===== config.mk =====
export PLATFORM = sky130hd
export DESIGN_NAME = poly_decim_flat
export DESIGN_NICKNAME = d
export VERILOG_FILES = /design/src/rtl/poly_decim_if.sv /design/src/rtl/poly_decim.sv /design/src/flat_wrapper.sv
export SDC_FILE = /design/constraint.sdc
export NUM_CORES = 1
export LEC_CHECK = 0
export CORE_MARGIN = 5
export CORE_UTILIZATION = 55
export CTS_CLUSTER_SIZE = 12
export DETAILED_ROUTE_END_ITERATION = 7
export GPL_TIMING_DRIVEN = 0
export PLACE_DENSITY = 0.9
export SYNTH_ARGS = -nofsm -noshare
export SYNTH_HDL_FRONTEND = slang
export SYNTH_SLANG_ARGS = --single-unit

===== constraint.sdc =====
create_clock -name clk -period 11.3 [get_ports clk]
set_input_delay 1.13 -clock clk [delete_from_list [all_inputs] [get_ports clk]]
set_output_delay 1.13 -clock clk [all_outputs]
set_load 0.02 [all_outputs]

===== src/rtl/poly_decim_if.sv =====
// Sample-stream bundle for poly_decim: input strobe/sample/taps and filtered output.
interface poly_decim_if #(
  parameter int unsigned tap_len = 8
);
  logic                      cke;
  logic signed [15:0]        din;
  logic [tap_len*16-1:0]     tap;
  logic signed [15:0]        dout;
  logic                      cke_out;
  logic                      busy;
  logic                      ovf;

  modport master (output cke, din, tap, input  dout, cke_out, busy, ovf);
  modport slave  (input  cke, din, tap, output dout, cke_out, busy, ovf);
endinterface


===== src/rtl/poly_decim.sv =====
// Polyphase decimating FIR: one output per `rate` input strobes, computed by a
// single time-multiplexed MAC over a snapshot of the delay line.
module poly_decim #(
  parameter int unsigned rate    = 4,
  parameter int unsigned tap_len = 8,
  parameter int unsigned acc_w   = 32 + $clog2(tap_len)
) (
  input  logic         clk,
  input  logic         rst,
  poly_decim_if.slave  bus
);
  localparam int unsigned ph_w = (rate > 1) ? $clog2(rate) : 1;
  localparam int unsigned k_w  = (tap_len > 1) ? $clog2(tap_len) : 1;
  localparam logic signed [acc_w-1:0] max16 = acc_w'(32767);
  localparam logic signed [acc_w-1:0] min16 = -acc_w'(32768);

  typedef enum logic [1:0] {IDLE, MAC, OUT} state_t;

  state_t                   state, state_nx;
  logic [ph_w-1:0]          ph;
  logic [k_w-1:0]           k;
  logic signed [15:0]       sr   [tap_len];
  logic signed [15:0]       snap [tap_len];
  logic signed [acc_w-1:0]  acc;
  logic signed [15:0]       dout;
  logic                     cke_out;
  logic                     ovf;

  logic                     start;
  logic signed [15:0]       tap_k;
  logic signed [31:0]       prod;
  logic signed [acc_w-1:0]  shr;
  logic signed [15:0]       sat;

  assign start = bus.cke && (ph == ph_w'(rate - 1));
  assign tap_k = signed'(bus.tap[32'(k)*16 +: 16]);
  assign prod  = snap[k] * tap_k;
  assign shr   = acc >>> 15;
  assign sat   = (shr > max16) ? 16'sh7FFF :
                 (shr < min16) ? 16'sh8000 : shr[15:0];

  assign bus.dout    = dout;
  assign bus.cke_out = cke_out;
  assign bus.busy    = (state != IDLE);
  assign bus.ovf     = ovf;

  always_ff @(posedge clk) begin
    if (!rst) state <= IDLE;
    else      state <= state_nx;
  end

  always_comb begin
    state_nx = state;
    case (state)
      IDLE:    if (start) state_nx = MAC;
      MAC:     if (k == k_w'(tap_len - 1)) state_nx = OUT;
      OUT:     state_nx = IDLE;
      default: state_nx = IDLE;
    endcase
  end

  always_ff @(posedge clk) begin
    if (!rst) begin
      for (int unsigned i = 0; i < tap_len; i++) begin
        sr[i]   <= '0;
        snap[i] <= '0;
      end
      acc     <= '0;
      k       <= '0;
      ph      <= '0;
      dout    <= '0;
      cke_out <= 1'b0;
      ovf     <= 1'b0;
    end else begin
      cke_out <= 1'b0;
      if (bus.cke) begin
        sr[0] <= bus.din;
        for (int unsigned i = 1; i < tap_len; i++) sr[i] <= sr[i-1];
        ph <= (ph == ph_w'(rate - 1)) ? '0 : ph + ph_w'(1);
      end
      if (start && state != IDLE) ovf <= 1'b1;
      case (state)
        IDLE: if (start) begin
          // Snapshot takes the post-shift view so the current sample is included.
          snap[0] <= bus.din;
          for (int unsigned i = 1; i < tap_len; i++) snap[i] <= sr[i-1];
          acc <= '0;
          k   <= '0;
        end
        MAC: begin
          acc <= acc + {{(acc_w-32){prod[31]}}, prod};
          k   <= k + k_w'(1);
        end
        OUT: begin
          dout    <= sat;
          cke_out <= 1'b1;
        end
        default: ;
      endcase
    end
  end
endmodule


===== src/flat_wrapper.sv =====
// flat-port wrapper written by rule: the top's interface ports become plain ports
module poly_decim_flat 
#(
  parameter int unsigned rate    = 4,
  parameter int unsigned tap_len = 8,
  parameter int unsigned acc_w   = 32 + $clog2(tap_len)
)
  (clk, rst, bus_cke, bus_din, bus_tap, bus_dout, bus_cke_out, bus_busy, bus_ovf);
  poly_decim_if #(.tap_len(tap_len)) bus_i ();
  input  logic clk;
  input  logic rst;
  input wire logic [$bits(bus_i.cke)-1:0] bus_cke;
  input wire logic [$bits(bus_i.din)-1:0] bus_din;
  input wire logic [$bits(bus_i.tap)-1:0] bus_tap;
  output wire logic [$bits(bus_i.dout)-1:0] bus_dout;
  output wire logic [$bits(bus_i.cke_out)-1:0] bus_cke_out;
  output wire logic [$bits(bus_i.busy)-1:0] bus_busy;
  output wire logic [$bits(bus_i.ovf)-1:0] bus_ovf;
  assign bus_i.cke = bus_cke;
  assign bus_i.din = bus_din;
  assign bus_i.tap = bus_tap;
  assign bus_dout = bus_i.dout;
  assign bus_cke_out = bus_i.cke_out;
  assign bus_busy = bus_i.busy;
  assign bus_ovf = bus_i.ovf;
  poly_decim #(.rate(rate), .tap_len(tap_len), .acc_w(acc_w)) u_core (.clk(clk), .rst(rst), .bus(bus_i));
endmodule

# After elaboration in Yosys (flattened, before gate mapping)
# Memory sizes are Yosys's and may differ from the RTL's. A register that Yosys moved wholly into a read port is not among the register bits.
# Cells that the tools add are included.
# totals
reg_bits	60
latchBits	0
ramBits	256
romBits	0
input_bits	147
output_inout_bits	19
memories	2
# mem_list
memory	words	word_bits	rd	rd_ports_with_merged_regs	write_ports	line	text
u_core.snap	8	16	1	1	8	poly_decim.sv:23	logic signed [15:0] snap [tap_len];
u_core.sr	8	16	7	0	8	poly_decim.sv:22	logic signed [15:0] sr [tap_len];
# op_classes
add_sub_neg	3
n_mul	1
n_div	0
magnitude_cmp	2
eq_ne	6
shifts	1
n_mux	37
bitwise_logic	16
n_reduce_logical	7
# ops
cell	n
16-bit two-way mux	18
128-bit by 8-bit variable part select with 16-bit output	1
35-bit one-hot mux with 2 select lines	1
35-bit adder	1
35-bit two-way mux	1
16-bit by 16-bit multiplier with 32-bit output	1
20-bit by 16-bit > comparator with 1-bit output, second input constant	1
20-bit by 16-bit less-than comparator with 1-bit output, second input constant	1
1-bit OR	16
1-bit two-way mux	9
3-bit two-way mux	3
2-bit two-way mux	3
3-bit one-hot mux with 2 select lines	1
2-bit equality test, second input constant	2
2-bit by 1-bit != test with 1-bit output, second input constant	2
2-bit one-hot mux with 2 select lines	1
2-bit AND reduction	2
2-bit nonzero test	2
3-bit by 1-bit adder with 3-bit output, second input constant	1
3-bit equality test, second input constant	1
2-bit by 1-bit adder with 2-bit output, second input constant	1
2-bit by 1-bit equality test with 1-bit output, second input constant	1
1-bit logical AND	2
2-bit zero test	1

# Depth between registers and ports, before layout
# Gate-level depths: netlist of run 1.
# logic_depth
depth_word	7
mapped_depth	39
ltp_nobuf	36

# Worst setup path before layout of run 1
# OpenSTA, ideal clock, no wires.
# synth_path
kind	in2reg
start	input port bus_cke
end	memory u_core.snap[0][0], enable pin
setup_time_ps	792
arrival_ps	10146
required_time_ps	10508
setup_slack_ps	363
stages	2
cell_sequence	nand2_1 o21ai_0
# synth_lines
item	line	text
start, declared	flat_wrapper.sv:12	input wire logic [$bits(bus_i.cke)-1:0] bus_cke;
end, declared	poly_decim.sv:23	

# Final worst setup path of run 1
# layout_path
start	register u_core.k[0]
end	register u_core.acc[34]
# layout_between
elab_chain_cells	4
# layout_lines
item	line	text
start, declared	poly_decim.sv:21	logic [k_w-1:0] k;
start signal, assigned	poly_decim.sv:92	k <= k + k_w'(1);
128-bit by 8-bit variable part select with 16-bit output	poly_decim.sv:36	assign tap_k = signed'(bus.tap[32'(k)*16 +: 16]);
16-bit by 16-bit multiplier with 32-bit output	poly_decim.sv:37	assign prod = snap[k] * tap_k;
35-bit adder	poly_decim.sv:91	acc <= acc + {{(acc_w-32){prod[31]}}, prod};
35-bit one-hot mux with 2 select lines	poly_decim.sv:82	case (state)
end signal, assigned	poly_decim.sv:91	
end, declared	poly_decim.sv:24	logic signed [acc_w-1:0] acc;
# Every way passes these cells.
# A chain may end at the register's enable or synchronous reset.

==> results of run 1 <==
==> cell usage after synthesis (all sizes together) (5+ instances only) <==
cell type,number
mux4,64
a22o,7
fa,263
and2,133
ha,120
o21bai,8
o21a,10
o21ai,67
a21oi,76
nor2,154
nand2b,21
and3,101
nand4,6
dfxtp,63
buf,10
mux2i,27
xor2,21
o211ai,5
inv,327
clkbuf,77
nor3,8
a21o,38
nand2,182
nand3,11
edfxtp,240
mux2,24
o31ai,5
a31oi,5
xnor2,41
==> per-layer routing <==
layer,vias to the layer above,global-route usage [%],part of all wire (%)
met5,-,0,0
met1,8653,32.30,36
li1,7598,-,-
met3,219,4.345,7.0
met2,780,46.80,51
met4,0,12.94,5.5
==> registers in the layout (all words and copies together), names as in the netlist, named ones only <==
register,cells
u_core.bus.dout,16
u_core.sr,112
u_core.bus.ovf,1
u_core.k,3
u_core.snap,128
u_core.bus.cke_out,1
u_core.state,2
u_core.ph,2
u_core.acc,35
==> where the power goes <==
group | leakage, nW | total [mW] | internal (mW) | switching [mW]
sequential | 3.06 | 1.29 | 1.26 | 0.0254
clock | 0.437 | 0.938 | 0.524 | 0.414
combinational | 8.66 | 6.09 | 2.50 | 3.59
total | 12.2 | 8.32 | 4.29 | 4.03
==> cells by family (layout without fill, tap and decap cells) <==
family,after synthesis,in the layout,synth area share (%)
XOR/XNOR,62,62,2.366
buffers and inverters,415,635,6.562
AND/OR/NAND/NOR,632,632,12.97
adder cells (fa/ha/maj),383,383,28.12
multiplexers,115,115,8.236
flip-flops,303,303,35.19
AO/OA/AOI/OAI,248,248,6.557
==> worst max path at each step <==
stage	cells after the start	slack, ps	to	from
5_1_grt	37	30	u_core.acc[34]	flip-flop
6_report	37	430	u_core.acc[34]	u_core.k[0]
3_5_place_dp	37	-320	u_core.acc[34]	flip-flop
4_1_cts	36	4	u_core.acc[34]	flip-flop
3_3_place_gp	3	-3300	u_core.snap[0][11]	bus_cke
2_1_floorplan	2	360	u_core.snap[0][0]	bus_cke
==> area by class of cell <==
type | count | area share, %
multi-input combinational | 1440 | 51.18
sequential | 303 | 30.70
timing repair buffer | 170 | 6.378
inverter | 328 | 4.464
clock buffer | 45 | 3.112
tap | 585 | 2.654
buffer | 87 | 1.329
clock inverter | 5 | 0.1769
==> worst register-to-register path, delay by kind of cell, from the launching register on <==
| kind | cells | cell delay [ps] |
|---|---|---|
| compound gates | 12 | 2540 |
| xor+xnor | 2 | 390 |
| fa+ha+maj | 8 | 3780 |
| buf+inv | 7 | 1370 |
| flops | 1 | 340 |
| mux | 2 | 1010 |
| simple gates | 6 | 1340 |
==> impl_summary.txt, run 1 <==
----------------------------------------------------
[Synth]
  Number of enable flip-flop cells after synthesis ... 240
  Top flip-flop cell by instance count after synthesis ... sky130_fd_sc_hd__edfxtp_1
  Warnings, synthesis ... 0
  Count of distinct cell types in the synthesized netlist ... 75
  Post-Synthesis Net Count ... 2688
  Number of storage elements in the synthesis netlist ... 303
  Fraction of the yosys area taken by sequential cells ... 35.19%
  Synth async-reset ratio ... 0%
  Cell type with the largest total area after synthesis ... sky130_fd_sc_hd__edfxtp_1
  Gate count after technology mapping ... 2158
  Synthesized area ... 24060 um2
  Cells taking the most area after synthesis ... sky130_fd_sc_hd__edfxtp_1 (30%), sky130_fd_sc_hd__fa_1 (22%), sky130_fd_sc_hd__ha_1 (6.2%), sky130_fd_sc_hd__mux4_2 (6.0%), sky130_fd_sc_hd__dfxtp_1 (5.2%)
  Post-Syn Area per Cell ... 11.15 um2
  Yosys top cell area share ... 29.95%

[Placed design]
  Area after DPL ... 26570 um2
  Detailed placer's ending HPWL ... 50.39 mm
  Post-Place Cells ... 2913
  Buffers added on ports ... 165
  Final weighted congestion of routability-driven global placement ... 0.9890
  Pre-CTS setup slack ... -315.2 ps

[Clock network]
  Clk buf depth ... 3
  Worst-skew pair later-pin latency ... 580 ps
  Num Clock Sinks ... 303
  H-tree level count ... 1
  Total setup buffers inserted after CTS ... 0
  Clock tree from TritonCTS ... yes
  Worst-path clk slew ... 60 ps
  Cells resized by post-CTS repair ... 8
  Number of buffers inserted for hold repair after clock tree synthesis ... 0
  CTS root buf ... sky130_fd_sc_hd__clkbuf_16
  Total CTS buffers ... 31

[Pwr]
  PD cells ... 301.5 nW/um2
  Total power draw ... 8.316 mW
  Worst IR drop on VDD ... 0.0003609 V
  Static power due to leakage ... 12.16 nW

[Detailed routing]
  Iteration-0 DRC Markers ... 1481
  Post-route DRC violation count ... 0
  Average routed wire per standard cell ... 21.44 um
  Remaining antenna violation count ... 0
  Final WL ... 63.54 mm
  Vias ... 17250
  Via density per instance ... 5.822
  DRT Pass-1 Iters ... 5

[Floorplan]
  Area of the die ... 48040 um2
  Initial Utilization ... 55.74%
  Number of rows created at floorplan ... 76
  Core Area ... 43170 um2
  Chip Height ... 219.2 um
  Die W ... 219.2 um
  Number of top-level pins ... 166

[GRT]
  Pin count of the biggest net entering global routing ... 63
  Number of antenna violations at the first check in global routing ... 0
  Remaining Overflow, GRT ... 0
  Number of global-route vias before repair ... 18590
  Aggregate global-route resource usage ... 26.72%
  Wire length of the first global-routing pass ... 99.69 mm

[Critical path]
  Most numerous cell on the critical path ... sky130_fd_sc_hd__fa_1
  Capture point of the worst reg-to-reg path ... u_core.acc[34]
  Delay contributed by the slowest stage of the critical path ... 560 ps
  Arrival time of data at the critical path endpoint ... 11330 ps
  Slack of the worst reg-to-reg path ... 430 ps
  Kind of launch point of the worst setup path ... flip-flop
  Number of cells traversed by the worst register-to-register path ... 37
  Family with the most delay on the worst path ... adder cells
  Startpoint of the worst register-to-register path ... u_core.k[0]
  Data required, critical path ... 11760 ps
  Bufs and invs on worst path ... 7
  Path type of the worst setup path ... flip-flop to flip-flop
  Cell type of the slowest stage on the worst timing path ... sky130_fd_sc_hd__mux4_2
  Critical Path Sink Type ... flip-flop
  Max Fanout on Critical Path ... 10

[Final layout]
  Most frequent cells in the layout ... sky130_fd_sc_hd__inv_1 (327), sky130_fd_sc_hd__fa_1 (263), sky130_fd_sc_hd__edfxtp_1 (240)
  Leading cell type in the layout, fill and taps excluded ... sky130_fd_sc_hd__inv_1
  Count of placed standard cells in the final layout, fillers left out ... 2963
  Core occupancy in the finished layout ... 63.89%
  Layout overhead on the synthesized area ... 14.62%
  Nets ... 2891
  Area occupied by multi-input gates ... 14120 um2
  Proportion of layout cells with a drive suffix above 1 ... 7.611%
  Inserted Diodes ... 0
  Fillcell total ... 3195
  Final Cell Area ... 27580 um2
  Combined flip-flop and latch cell area ... 8468 um2

[STA]
  Sum of negative setup slack ... 0 ps
  Worst-Margin Slew ... 1202 ps
  Slew HR ... 17.60%
  Hold Violations, Final ... 0
  Hold WS ... 450.4 ps
  Setup-violating endpoint count in the final report ... 0
  Worst-case clock skew ... 7.692 ps
  Setup slack of the critical path after layout ... 428.5 ps
  Final number of max-transition violations ... 0
  Final period demand of the worst path ... 10870 ps
  F_max ... 91.98 MHz
  Final worst path period share ... 96.21%
  RSZ-0062 raised after global routing ... no

[Outcome]
  Status ... finished clean

[Hold path]
  Min-Delay Path Depth ... 2
  Worst-case hold path end point ... u_core.acc[10]
  Path type of the worst min-delay path ... flip-flop to flip-flop
  Origin of the worst min-delay path ... u_core.acc[10]

[Run]
  Max-cap violations ... 0

----------------------------------------------------
Note: power is estimated with default switching activity, not from simulation.
==> run 2: changes to the inputs <==
SKIP_CTS_REPAIR_TIMING = 1   (was not set)
==> impl_summary.txt, run 2 (synthesized netlist as in run 1, its figures left out) <==
----------------------------------------------------
[Placed design]
  Detailed placer's ending HPWL ... 50.39 mm (unchanged)
  Buffers added on ports ... 165 (unchanged)
  Final weighted congestion of routability-driven global placement ... 0.9890 (unchanged)
  Pre-CTS setup slack ... -315.2 ps (unchanged)
  Area after DPL ... 26570 um2 (unchanged)

[Clock network]
  Clk buf depth ... 3 (unchanged)
  H-tree level count ... 1 (unchanged)
  CTS root buf ... sky130_fd_sc_hd__clkbuf_16
  Total CTS buffers ... 31 (unchanged)
  Worst-skew pair later-pin latency ... 580 ps (about the same)
  Worst-path clk slew ... 60 ps (about the same)
  Clock tree from TritonCTS ... yes
  Num Clock Sinks ... 303 (unchanged)

[STA]
  Final number of max-transition violations ... 0 (unchanged)
  Slew HR ... 17.73% (+0.13 points)
  Setup slack of the critical path after layout ... 398.7 ps (-29.83 ps)
  Worst-case clock skew ... 9.665 ps (+1.973 ps)
  Worst-Margin Slew ... 1200 ps (-1.867 ps)
  Final period demand of the worst path ... 10900 ps (+29.83 ps)
  Hold Violations, Final ... 0 (unchanged)
  Sum of negative setup slack ... 0 ps (unchanged)
  F_max ... 91.73 MHz (-0.27%)
  RSZ-0062 raised after global routing ... no
  Setup-violating endpoint count in the final report ... 0 (unchanged)
  Final worst path period share ... 96.47% (+0.26 points)

[Pwr]
  Total power draw ... 8.310 mW (about the same)
  Worst IR drop on VDD ... 0.0003581 V (-0.77%)
  PD cells ... 301.3 nW/um2 (about the same)
  Static power due to leakage ... 12.16 nW (unchanged)

[Critical path]
  Arrival time of data at the critical path endpoint ... 11360 ps (+30 ps)
  Path type of the worst setup path ... flip-flop to flip-flop
  Startpoint of the worst register-to-register path ... u_core.k[0]
  Critical Path Sink Type ... flip-flop
  Cell type of the slowest stage on the worst timing path ... sky130_fd_sc_hd__mux4_2
  Data required, critical path ... 11760 ps (about the same)
  Slack of the worst reg-to-reg path ... 400 ps (-30 ps)
  Max Fanout on Critical Path ... 10 (unchanged)
  Delay contributed by the slowest stage of the critical path ... 560 ps (about the same)
  Most numerous cell on the critical path ... sky130_fd_sc_hd__fa_1
  Number of cells traversed by the worst register-to-register path ... 37 (unchanged)
  Kind of launch point of the worst setup path ... flip-flop
  Capture point of the worst reg-to-reg path ... u_core.acc[34]

[Floorplan]
  Chip Height ... 219.2 um (unchanged)
  Area of the die ... 48040 um2 (unchanged)
  Initial Utilization ... 55.74% (unchanged)
  Die W ... 219.2 um (unchanged)
  Number of rows created at floorplan ... 76 (unchanged)
  Core Area ... 43170 um2 (unchanged)
  Number of top-level pins ... 166 (unchanged)

[GRT]
  Number of antenna violations at the first check in global routing ... 0 (unchanged)
  Number of global-route vias before repair ... 18610 (+0.14%)
  Wire length of the first global-routing pass ... 99.71 mm (about the same)
  Remaining Overflow, GRT ... 0 (unchanged)
  Aggregate global-route resource usage ... 26.70% (about the same)
  Pin count of the biggest net entering global routing ... 63 (unchanged)

[Final layout]
  Inserted Diodes ... 0 (unchanged)
  Combined flip-flop and latch cell area ... 8468 um2 (unchanged)
  Area occupied by multi-input gates ... 14120 um2 (unchanged)
  Proportion of layout cells with a drive suffix above 1 ... 7.611% (unchanged)
  Layout overhead on the synthesized area ... 14.62% (unchanged)
  Final Cell Area ... 27580 um2 (unchanged)
  Leading cell type in the layout, fill and taps excluded ... sky130_fd_sc_hd__inv_1
  Largest register FFs ... 128 (unchanged)
  Top flop regs ... u_core.snap: 128 flops, u_core.sr: 112 flops, u_core.acc: 35 flops
  Fillcell total ... 3195 (unchanged)
  Core occupancy in the finished layout ... 63.89% (unchanged)
  Nets ... 2891 (unchanged)
  Largest Register ... u_core.snap
  Most frequent cells in the layout ... sky130_fd_sc_hd__inv_1 (327), sky130_fd_sc_hd__fa_1 (263), sky130_fd_sc_hd__edfxtp_1 (240)

[Detailed routing]
  Via density per instance ... 5.823 (about the same)
  Vias ... 17250 (+0.017%)
  DRT Pass-1 Iters ... 5 (unchanged)
  Post-route DRC violation count ... 0 (unchanged)
  Average routed wire per standard cell ... 21.42 um (about the same)
  Remaining antenna violation count ... 0 (unchanged)
  Iteration-0 DRC Markers ... 1362 (-8.0%)
  Final WL ... 63.48 mm (about the same)

[Hold path]
  Worst-case hold path end point ... u_core.acc[10]
  Min-Delay Path Depth ... 2 (unchanged)
  Path type of the worst min-delay path ... flip-flop to flip-flop
  Origin of the worst min-delay path ... u_core.acc[10]

[Outcome]
  Status ... finished clean

[Run]
  Max-cap violations ... 0 (unchanged)

----------------------------------------------------
## run 2: through the flow
stage	hold slack, ps	instances
after floorplan	429.7	2158
after global placement	438.1	2908
after detailed placement	445.6	2913
after CTS	453.7	2963
after global routing	462.4	2963
final	450.6	2963
## run 2: where the power goes
group	switching (mW)	internal (mW)	leakage, nW
Sequential	0.0254	1.26	3.06
Combinational	3.58	2.50	8.66
Clock	0.416	0.524	0.437
Total	4.02	4.29	12.2
## run 2: cell type report
cell class / instances / share of cell area [%]
timing repair buffer: 170 / 6.378
buffer: 87 / 1.329
multi-input combinational: 1440 / 51.18
sequential: 303 / 30.70
tap: 585 / 2.654
clock inverter: 5 / 0.1769
inverter: 328 / 4.464
clock buffer: 45 / 3.112
## run 2: how the worst max path moves through the flow
stage | from | end | slack (ps) | cells after the start
after floorplan | bus_cke | u_core.snap[0][0] | 360 | 2
after global placement | bus_cke | u_core.snap[0][11] | -3300 | 3
after detailed placement | flip-flop | u_core.acc[34] | -320 | 37
after CTS | flip-flop | u_core.acc[34] | -410 | 37
after global routing | u_core.k[0] | u_core.acc[34] | 10 | 37
final | u_core.k[0] | u_core.acc[34] | 400 | 37
## run 2: per-layer routing
layer | global-route usage [%] | share of wire [%] | vias to the layer above
met4 | 13.13 | 5.8 | 0
met3 | 4.180 | 7.6 | 232
met1 | 32.36 | 36 | 8617
met2 | 46.71 | 51 | 800
met5 | 0 | 0 | -
li1 | - | - | 7604
## run 2: critical path: cells and delay by family, from the launching register on
family                     cells  cell delay, ps
adders and majority gates      8            3780
muxes                          2            1030
and+or+nand+nor                6            1350
buffers and inverters          7            1360
xor gates and xnor gates       2             390
DFF                            1             340
AOI/OAI and AO/OA             12            2530
